[config.mk]
export PLATFORM = sky130hd
export DESIGN_NAME = seg7_scan_ctrl_flat
export DESIGN_NICKNAME = d
export VERILOG_FILES = /design/src/rtl/seg7_pkg.sv /design/src/rtl/seg7_scan_ctrl_if.sv /design/src/rtl/seg7_prescaler.sv /design/src/rtl/seg7_scan_ctrl.sv /design/src/flat_wrapper.sv
export SDC_FILE = /design/constraint.sdc
export NUM_CORES = 1
export LEC_CHECK = 0
export CORE_ASPECT_RATIO = 1.4
export CORE_UTILIZATION = 56
export DETAILED_ROUTE_END_ITERATION = 8
export GPL_TIMING_DRIVEN = 0
export PLACE_DENSITY = 0.86
export SETUP_SLACK_MARGIN = 0.02
export SYNTH_ARGS = -nofsm -noshare
export SYNTH_HDL_FRONTEND = slang
export SYNTH_SLANG_ARGS = --single-unit
export TNS_END_PERCENT = 1
[constraint.sdc]
create_clock -name clk -period 3.5 [get_ports clk]
set_input_delay 0.525 -clock clk [delete_from_list [all_inputs] [get_ports clk]]
set_output_delay 0.525 -clock clk [all_outputs]
set_load 0.1 [all_outputs]
[src/rtl/seg7_pkg.sv]
// -----------------------------------------------------------------------------
// seg7_pkg
// Shared types and helpers for the 7-segment scan controller.
//   state_e     : scan FSM states (IDLE, DRIVE, GAP)
//   BCD_INVALID : nibble sent to the decoder for a non-BCD digit
//   is_bcd()    : true when a nibble is a valid decimal digit (0..9)
// -----------------------------------------------------------------------------
package seg7_pkg;

    typedef enum logic [1:0] {
        IDLE  = 2'd0,
        DRIVE = 2'd1,
        GAP   = 2'd2
    } state_e;

    localparam logic [3:0] BCD_INVALID = 4'hF;

    function automatic logic is_bcd(input logic [3:0] nibble);
        return (nibble <= 4'd9);
    endfunction

endpackage

[src/rtl/seg7_scan_ctrl_if.sv]
// -----------------------------------------------------------------------------
// seg7_scan_ctrl_if
// Control and display bus of the scan controller.
//   en, load, bcd_in                   : driven by the master (host side)
//   bcd_out, an, digit_idx, frame_done : driven by the slave (scan controller)
// -----------------------------------------------------------------------------
interface seg7_scan_ctrl_if #(
    parameter int NUM_DIGITS = 4
) ();

    logic                          en;
    logic                          load;
    logic [4*NUM_DIGITS-1:0]       bcd_in;
    logic [3:0]                    bcd_out;
    logic [NUM_DIGITS-1:0]         an;
    logic [$clog2(NUM_DIGITS)-1:0] digit_idx;
    logic                          frame_done;

    modport master (
        output en, load, bcd_in,
        input  bcd_out, an, digit_idx, frame_done
    );

    modport slave (
        input  en, load, bcd_in,
        output bcd_out, an, digit_idx, frame_done
    );

endinterface

[src/rtl/seg7_prescaler.sv]
// -----------------------------------------------------------------------------
// seg7_prescaler
// Scan tick generator: counts 0..CLK_DIV-1, tick is high in the last count.
//   clk  : system clock
//   rst  : synchronous active-high reset
//   clr  : hold the counter at 0
//   tick : high while the count equals CLK_DIV-1
// -----------------------------------------------------------------------------
module seg7_prescaler #(
    parameter int CLK_DIV = 50000
) (
    input  logic clk,
    input  logic rst,
    input  logic clr,
    output logic tick
);

    localparam int CNT_W = $clog2(CLK_DIV);

    logic [CNT_W-1:0] pcnt_r;
    logic             tick_s;

    assign tick_s = (pcnt_r == CNT_W'(CLK_DIV - 1));
    assign tick   = tick_s;

    // Prescaler counter with wrap at the tick.
    always_ff @(posedge clk) begin
        if (rst) begin
            pcnt_r <= {CNT_W{1'b0}};
        end else if (clr || tick_s) begin
            pcnt_r <= {CNT_W{1'b0}};
        end else begin
            pcnt_r <= pcnt_r + CNT_W'(1);
        end
    end

endmodule

[src/rtl/seg7_scan_ctrl.sv]
// -----------------------------------------------------------------------------
// seg7_scan_ctrl
// Time-multiplexed scan controller for an N-digit common-anode display sharing
// one external BCD-to-7-segment decoder. Each digit gets a DRIVE phase followed
// by a blanking GAP phase, each CLK_DIV cycles long. A shadow (pending) register
// is copied into the displayed (active) value only at frame boundaries.
//   clk, rst : clock and synchronous active-high reset
//   bus      : seg7_scan_ctrl_if.slave (en, load, bcd_in -> bcd_out, an,
//              digit_idx, frame_done), all outputs registered
// Optional feature macro: SEG7_LZB_EN (leading-zero blanking).
// -----------------------------------------------------------------------------
module seg7_scan_ctrl
    import seg7_pkg::*;
#(
    parameter int NUM_DIGITS = 4,
    parameter int CLK_DIV    = 50000
) (
    input  logic                   clk,
    input  logic                   rst,
    seg7_scan_ctrl_if.slave        bus
);

    localparam int IDX_W = $clog2(NUM_DIGITS);
    localparam int DW    = 4 * NUM_DIGITS;

    state_e                  state_r, state_nxt_s;
    logic [IDX_W-1:0]        digit_r, digit_nxt_s;
    logic [DW-1:0]           pending_r, pending_nxt_s;
    logic [DW-1:0]           active_r, active_nxt_s;
    logic                    pend_vld_r, pend_vld_nxt_s;
    logic [NUM_DIGITS-1:0]   an_r, an_nxt_s;
    logic [3:0]              bcd_out_r, bcd_nxt_s;
    logic                    frame_done_r;
    logic                    copy_pt_s, swap_s, copy_s, tick_s, clr_s;
    logic [3:0]              nib_s;
    logic                    lzb_blank_s;

    assign clr_s = (state_r == IDLE) || !bus.en;

    seg7_prescaler #(.CLK_DIV(CLK_DIV)) u_presc (
        .clk  (clk),
        .rst  (rst),
        .clr  (clr_s),
        .tick (tick_s)
    );

    // Next-state logic: phase sequencing, digit advance and frame swap points.
    always_comb begin
        state_nxt_s = state_r;
        digit_nxt_s = digit_r;
        copy_pt_s   = 1'b0;
        swap_s      = 1'b0;
        if (!bus.en) begin
            state_nxt_s = IDLE;
            digit_nxt_s = {IDX_W{1'b0}};
        end else begin
            case (state_r)
                IDLE: begin
                    state_nxt_s = DRIVE;
                    digit_nxt_s = {IDX_W{1'b0}};
                    copy_pt_s   = 1'b1;
                end
                DRIVE: begin
                    if (tick_s) begin
                        state_nxt_s = GAP;
                    end else begin
                        state_nxt_s = DRIVE;
                    end
                end
                GAP: begin
                    if (tick_s) begin
                        state_nxt_s = DRIVE;
                        if (digit_r == IDX_W'(NUM_DIGITS - 1)) begin
                            digit_nxt_s = {IDX_W{1'b0}};
                            swap_s      = 1'b1;
                            copy_pt_s   = 1'b1;
                        end else begin
                            digit_nxt_s = digit_r + IDX_W'(1);
                        end
                    end else begin
                        state_nxt_s = GAP;
                    end
                end
                default: begin
                    state_nxt_s = IDLE;
                    digit_nxt_s = {IDX_W{1'b0}};
                end
            endcase
        end
    end

    // Shadow register handling; a load coinciding with a copy bypasses pending.
    always_comb begin
        copy_s         = copy_pt_s && pend_vld_r;
        active_nxt_s   = active_r;
        pending_nxt_s  = pending_r;
        pend_vld_nxt_s = pend_vld_r;
        if (copy_s) begin
            active_nxt_s   = bus.load ? bus.bcd_in : pending_r;
            pend_vld_nxt_s = 1'b0;
        end else if (bus.load) begin
            pending_nxt_s  = bus.bcd_in;
            pend_vld_nxt_s = 1'b1;
        end else begin
            pend_vld_nxt_s = pend_vld_r;
        end
    end

    // Output decode from the next state so registered outputs align with it.
    always_comb begin
        nib_s       = active_nxt_s[4*digit_nxt_s +: 4];
        lzb_blank_s = 1'b0;
`ifdef SEG7_LZB_EN
        // Blank digit k>0 when it and every more significant digit are zero.
        lzb_blank_s = (digit_nxt_s != {IDX_W{1'b0}});
        for (int j = 0; j < NUM_DIGITS; j++) begin
            if ((j >= int'(digit_nxt_s)) && (active_nxt_s[4*j +: 4] != 4'd0)) begin
                lzb_blank_s = 1'b0;
            end else begin
                lzb_blank_s = lzb_blank_s;
            end
        end
`endif
        an_nxt_s  = {NUM_DIGITS{1'b1}};
        bcd_nxt_s = bcd_out_r;
        if (state_nxt_s == DRIVE) begin
            if (!is_bcd(nib_s)) begin
                bcd_nxt_s = BCD_INVALID;
            end else if (lzb_blank_s) begin
                bcd_nxt_s = 4'd0;
            end else begin
                bcd_nxt_s = nib_s;
                an_nxt_s  = ~(NUM_DIGITS'(1) << digit_nxt_s);
            end
        end else begin
            bcd_nxt_s = bcd_out_r;
        end
    end

    // State, data and output registers.
    always_ff @(posedge clk) begin
        if (rst) begin
            state_r      <= IDLE;
            digit_r      <= {IDX_W{1'b0}};
            pending_r    <= {DW{1'b0}};
            active_r     <= {DW{1'b0}};
            pend_vld_r   <= 1'b0;
            an_r         <= {NUM_DIGITS{1'b1}};
            bcd_out_r    <= 4'd0;
            frame_done_r <= 1'b0;
        end else begin
            state_r      <= state_nxt_s;
            digit_r      <= digit_nxt_s;
            pending_r    <= pending_nxt_s;
            active_r     <= active_nxt_s;
            pend_vld_r   <= pend_vld_nxt_s;
            an_r         <= an_nxt_s;
            bcd_out_r    <= bcd_nxt_s;
            frame_done_r <= swap_s;
        end
    end

    assign bus.an         = an_r;
    assign bus.bcd_out    = bcd_out_r;
    assign bus.digit_idx  = digit_r;
    assign bus.frame_done = frame_done_r;

endmodule

[src/flat_wrapper.sv]
// flat-port wrapper written by rule: the top's interface ports become plain ports
module seg7_scan_ctrl_flat import seg7_pkg::*;
#(
    parameter int NUM_DIGITS = 4,
    parameter int CLK_DIV    = 50000
)
  (clk, rst, bus_en, bus_load, bus_bcd_in, bus_bcd_out, bus_an, bus_digit_idx, bus_frame_done);
  seg7_scan_ctrl_if #(.NUM_DIGITS(NUM_DIGITS)) bus_i ();
  input  logic clk;
  input  logic rst;
  input wire logic [$bits(bus_i.en)-1:0] bus_en;
  input wire logic [$bits(bus_i.load)-1:0] bus_load;
  input wire logic [$bits(bus_i.bcd_in)-1:0] bus_bcd_in;
  output wire logic [$bits(bus_i.bcd_out)-1:0] bus_bcd_out;
  output wire logic [$bits(bus_i.an)-1:0] bus_an;
  output wire logic [$bits(bus_i.digit_idx)-1:0] bus_digit_idx;
  output wire logic [$bits(bus_i.frame_done)-1:0] bus_frame_done;
  assign bus_i.en = bus_en;
  assign bus_i.load = bus_load;
  assign bus_i.bcd_in = bus_bcd_in;
  assign bus_bcd_out = bus_i.bcd_out;
  assign bus_an = bus_i.an;
  assign bus_digit_idx = bus_i.digit_idx;
  assign bus_frame_done = bus_i.frame_done;
  seg7_scan_ctrl #(.NUM_DIGITS(NUM_DIGITS), .CLK_DIV(CLK_DIV)) u_core (.clk(clk), .rst(rst), .bus(bus_i));
endmodule
==> impl_results.md, run 1 <==
- Mapped cell area: 0.002819 mm^2
- Worst-path clk slew: 0.06 ns
- Worst Path Required: 3.70 ns
- Setup crit start: u_core.u_presc.pcnt_r[11]
- Fmax achieved: 309.9 MHz
- Fraction of layout cells with a size suffix above 1: 11.90%
- Clock Skews: 0.005680 ns
- CTS tree: yes
- Clk_lat worst skew: 0.33 ns
- Post_cts resized: 0
- CTS H-Tree Depth: 3
- Reg2Reg Depth: 9
- Share of the synthesized area in the top cell type: 44.03%
- Final Hold Viols: 0
- Post-synth cell types: 45
- Die Span Y: 85.95 um
- Vias: 2,184
- Seq pwr share: 51.7%
- Critical Path Start Type: flop
- Share of total power in combinational logic: 12.5%
- Congestion Overflow GR: 0
- Slowest stage delay, CP: 0.60 ns
- Num CTS Buffers: 9
- Slew at the pin closest to its max-slew limit: 0.9801 ns
- Global-route wire length before repair: 9411 um
- Cell Chain, Critical Path: or4b_1 > or4_4 > o21ai_4 > buf_6 > mux2i_1 > o22ai_1 > or2_2 > o21ai_4 > a211oi_2
- CP max-delay cell: or4_4
- Initial antenna violation count: 0
- R2r setup slk: 0.27 ns
- Tcrit/Tclk final: 92.19%
- Total track usage: 23.99%
- Row count: 30
- Fin nets: 359
- Starting Density: 58.22%
- Number of global-route vias before repair: 2,261
- Syn nets: 320
- Core ar.: 0.004842 mm^2
- Drt initial violations: 95
- Setup Buffers After CTS: 0
- YS warnings: 0
- I/O Pins: 31
- Int Power: 1.072 mW
- Setup TNS: 0 ns
- Post-synthesis sequential area ratio: 44.03%
- Async set or reset register ratio after synthesis: 0%
- Pwr per Cell Area: 429.4 mW/mm^2
- Remaining antenna violation count: 0
- Hold slack: 0.4637 ns
- # clock sinks: 62
- Seq cells post-synth: 62
- Reg-to-Reg Start: u_core.u_presc.pcnt_r[11]
- Post-DP HPWL: 4198 um
- Slew margin rel.: 34.46%
- Final Critical Period: 3.227 ns
- DRC Markers: 0
- Nature of the critical path endpoint: flop
- Final Setup Violations: 0
- CP most frequent cell: o21ai_4
- Net Sw Frac: 25.15%
- Syn_area_per_cell: 9.588 um^2
- Fillers: 360
- Total Wirelength: 5643 um
- Largest net degree at the start of global routing: 11
- Root Driver: clkbuf_8
- Gpl congestion: 0.8766
- RSZ-0062 raised after global routing: no
- 1st-pass router iterations: 4
- Lkg Pwr: 1.299 nW
- IO Port Bufs: 28
- Arrival time worst endpoint: 3.43 ns
- Slew Viols, Final: 0
- Peak supply drop: 0.4937 mV
- Synth area leader: dfxtp_1
- Wirelength per Cell: 14.11 um
- Die area: 0.005326 mm^2
- Critical path peak fanout: 10
- Switch Pwr: 360.1 uW
- Post-synth EDFFs: 0
- Vias per cell: 5.460
- FF-to-FF End: u_core.bus.bcd_out[0]
- Die width: 61.97 um
- HP Class: reg -> reg
- Area Growth Syn to Fin: 18.29%
- Worst setup path end: u_core.bus.bcd_out[0]
- Clock share of power: 35.8%
- Outcome: finished, final reports clean
- Hold_buf cts: 0
- Max-cap violations: 0
- Largest cells by area after synthesis: dfxtp_1 (44%), mux2i_1 (12%), nor2_1 (8.0%), mux2_2 (4.4%), ha_1 (2.7%)
- Antenna diode count: 0
- Max clock buf depth: 2
- WS Path Type: reg -> reg
- Top FF cell, synth: dfxtp_1
- Cells after Synth: 294
[critical path: cells and delay by family (launching register included)]
kind,cells,cell delay (ns)
compound gates,4,0.71
buf+inv,1,0.21
simple gates,3,1.49
mux,1,0.31
flops,1,0.36
[registers in the layout (all words and copies together) (netlist names)]
name                   count
u_core.active_r           16
u_core.pending_r          16
u_core.u_presc.pcnt_r     16
u_core.bus.an              4
u_core.bus.bcd_out         4
u_core.bus.digit_idx       2
u_core.state_r             2
u_core.bus.frame_done      1
u_core.pend_vld_r          1
[worst min-delay path by stage]
stage	from	to	cells past startpoint
6_report	u_core.u_presc.pcnt_r[0]	u_core.u_presc.pcnt_r[0]	1
3_3_place_gp	u_core.u_presc.pcnt_r[0]	u_core.u_presc.pcnt_r[0]	1
5_1_grt	u_core.u_presc.pcnt_r[0]	u_core.u_presc.pcnt_r[0]	1
4_1_cts	u_core.u_presc.pcnt_r[0]	u_core.u_presc.pcnt_r[0]	1
3_5_place_dp	u_core.u_presc.pcnt_r[0]	u_core.u_presc.pcnt_r[0]	1
2_1_floorplan	u_core.u_presc.pcnt_r[0]	u_core.u_presc.pcnt_r[0]	1
[power groups by stage]
stage	registers, mW	logic (mW)	clock network [mW]
2_1_floorplan	0.782	0.0971	0
3_3_place_gp	0.755	0.174	0
3_5_place_dp	0.756	0.178	0
4_1_cts	0.741	0.179	0.521
5_1_grt	0.743	0.192	0.559
6_report	0.741	0.178	0.513
[metrics by stage]
stage	instances	worst slack, ns	area, um^2	utilization [%]	power [mW]
final	400	0.2735	3334	68.86	1.432
after global routing	400	0.1678	3334	68.86	1.494
after CTS	400	0.2710	3334	68.86	1.441
after detailed placement	386	0.3319	3179	65.66	0.9339
after global placement	386	0.3666	3179	65.66	0.9288
after floorplan	294	0.6196	2819	-	0.8794
[area by class of cell]
class	instances	area, um^2	share of cell area [%]
sequential	62	1241	37.22
clock buffer	12	145.1	4.353
timing repair buffer	28	280.3	8.405
tap	64	80.08	2.401
buffer	11	60.06	1.801
inverter	6	22.52	0.6754
multi-input combinational	215	1495	44.84
clock inverter	2	10.01	0.3002
[synth_stat cells, types with 2 or more instances]
master,number
nand3_1,10
or2_2,2
ha_1,6
o22ai_1,5
nor4b_1,2
inv_1,6
a21oi_1,3
clkbuf_1,7
xor2_1,8
mux2_2,11
or3_1,2
nand4_1,2
nand2_1,19
nor2b_1,2
o21ai_4,2
dfxtp_1,62
nand2b_1,2
xnor2_1,4
mux2i_1,35
or4b_1,2
and3_1,5
o21ai_0,7
nor2_1,60
nor3_1,7
buf_6,2
and4b_1,2
[logic make-up after synthesis]
group,synth area share (%)
AOI/OAI and AO/OA,9.055
xor gates and xnor gates,3.728
adders and majority gates,2.663
buffers and inverters,2.929
DFF,44.03
muxes,16.82
and+or+nand+nor,20.77
[cell usage in the layout, fill, tap and decap left out, drive strengths merged, types with 3 or more instances in the layout]
master / Yosys / layout
a21oi: 3 / 3
or2: 3 / 3
o21ai: 9 / 9
ha: 6 / 6
nand3: 10 / 10
nor3: 7 / 7
nor2: 60 / 60
xnor2: 4 / 4
nand2: 20 / 20
mux2: 11 / 11
o22ai: 6 / 6
clkdlybuf4s50: 0 / 28
xor2: 8 / 8
mux2i: 35 / 35
and3: 5 / 5
or3: 3 / 3
inv: 6 / 6
dfxtp: 62 / 62
buf: 4 / 4
clkbuf: 7 / 19
[metal layers]
layer / track usage (%) / part of all wire (%) / vias to the layer above / routed length (um)
li1: - / - / 1098 / -
met1: 23.95 / 40 / 1045 / 2248
met2: 43.91 / 56 / 32 / 3138
met3: 5.882 / 2.4 / 9 / 137
met4: 11.11 / 2.1 / 0 / 119
met5: 0 / 0 / - / 0
No activity file was read; power rests on OpenSTA's default activity.
==> inputs of run 2 (changes only) <==
--- a/constraint.sdc
+++ b/constraint.sdc
@@ -3,2 +3,2 @@
 set_output_delay 0.525 -clock clk [all_outputs]
-set_load 0.1 [all_outputs]
+set_load 0.005 [all_outputs]
==> results of run 2 <==
Same layout as run 1 (identical final DEF). Status: finished, final reports clean.
Main changes from that run: total power 1.432 mW -> 1.404 mW
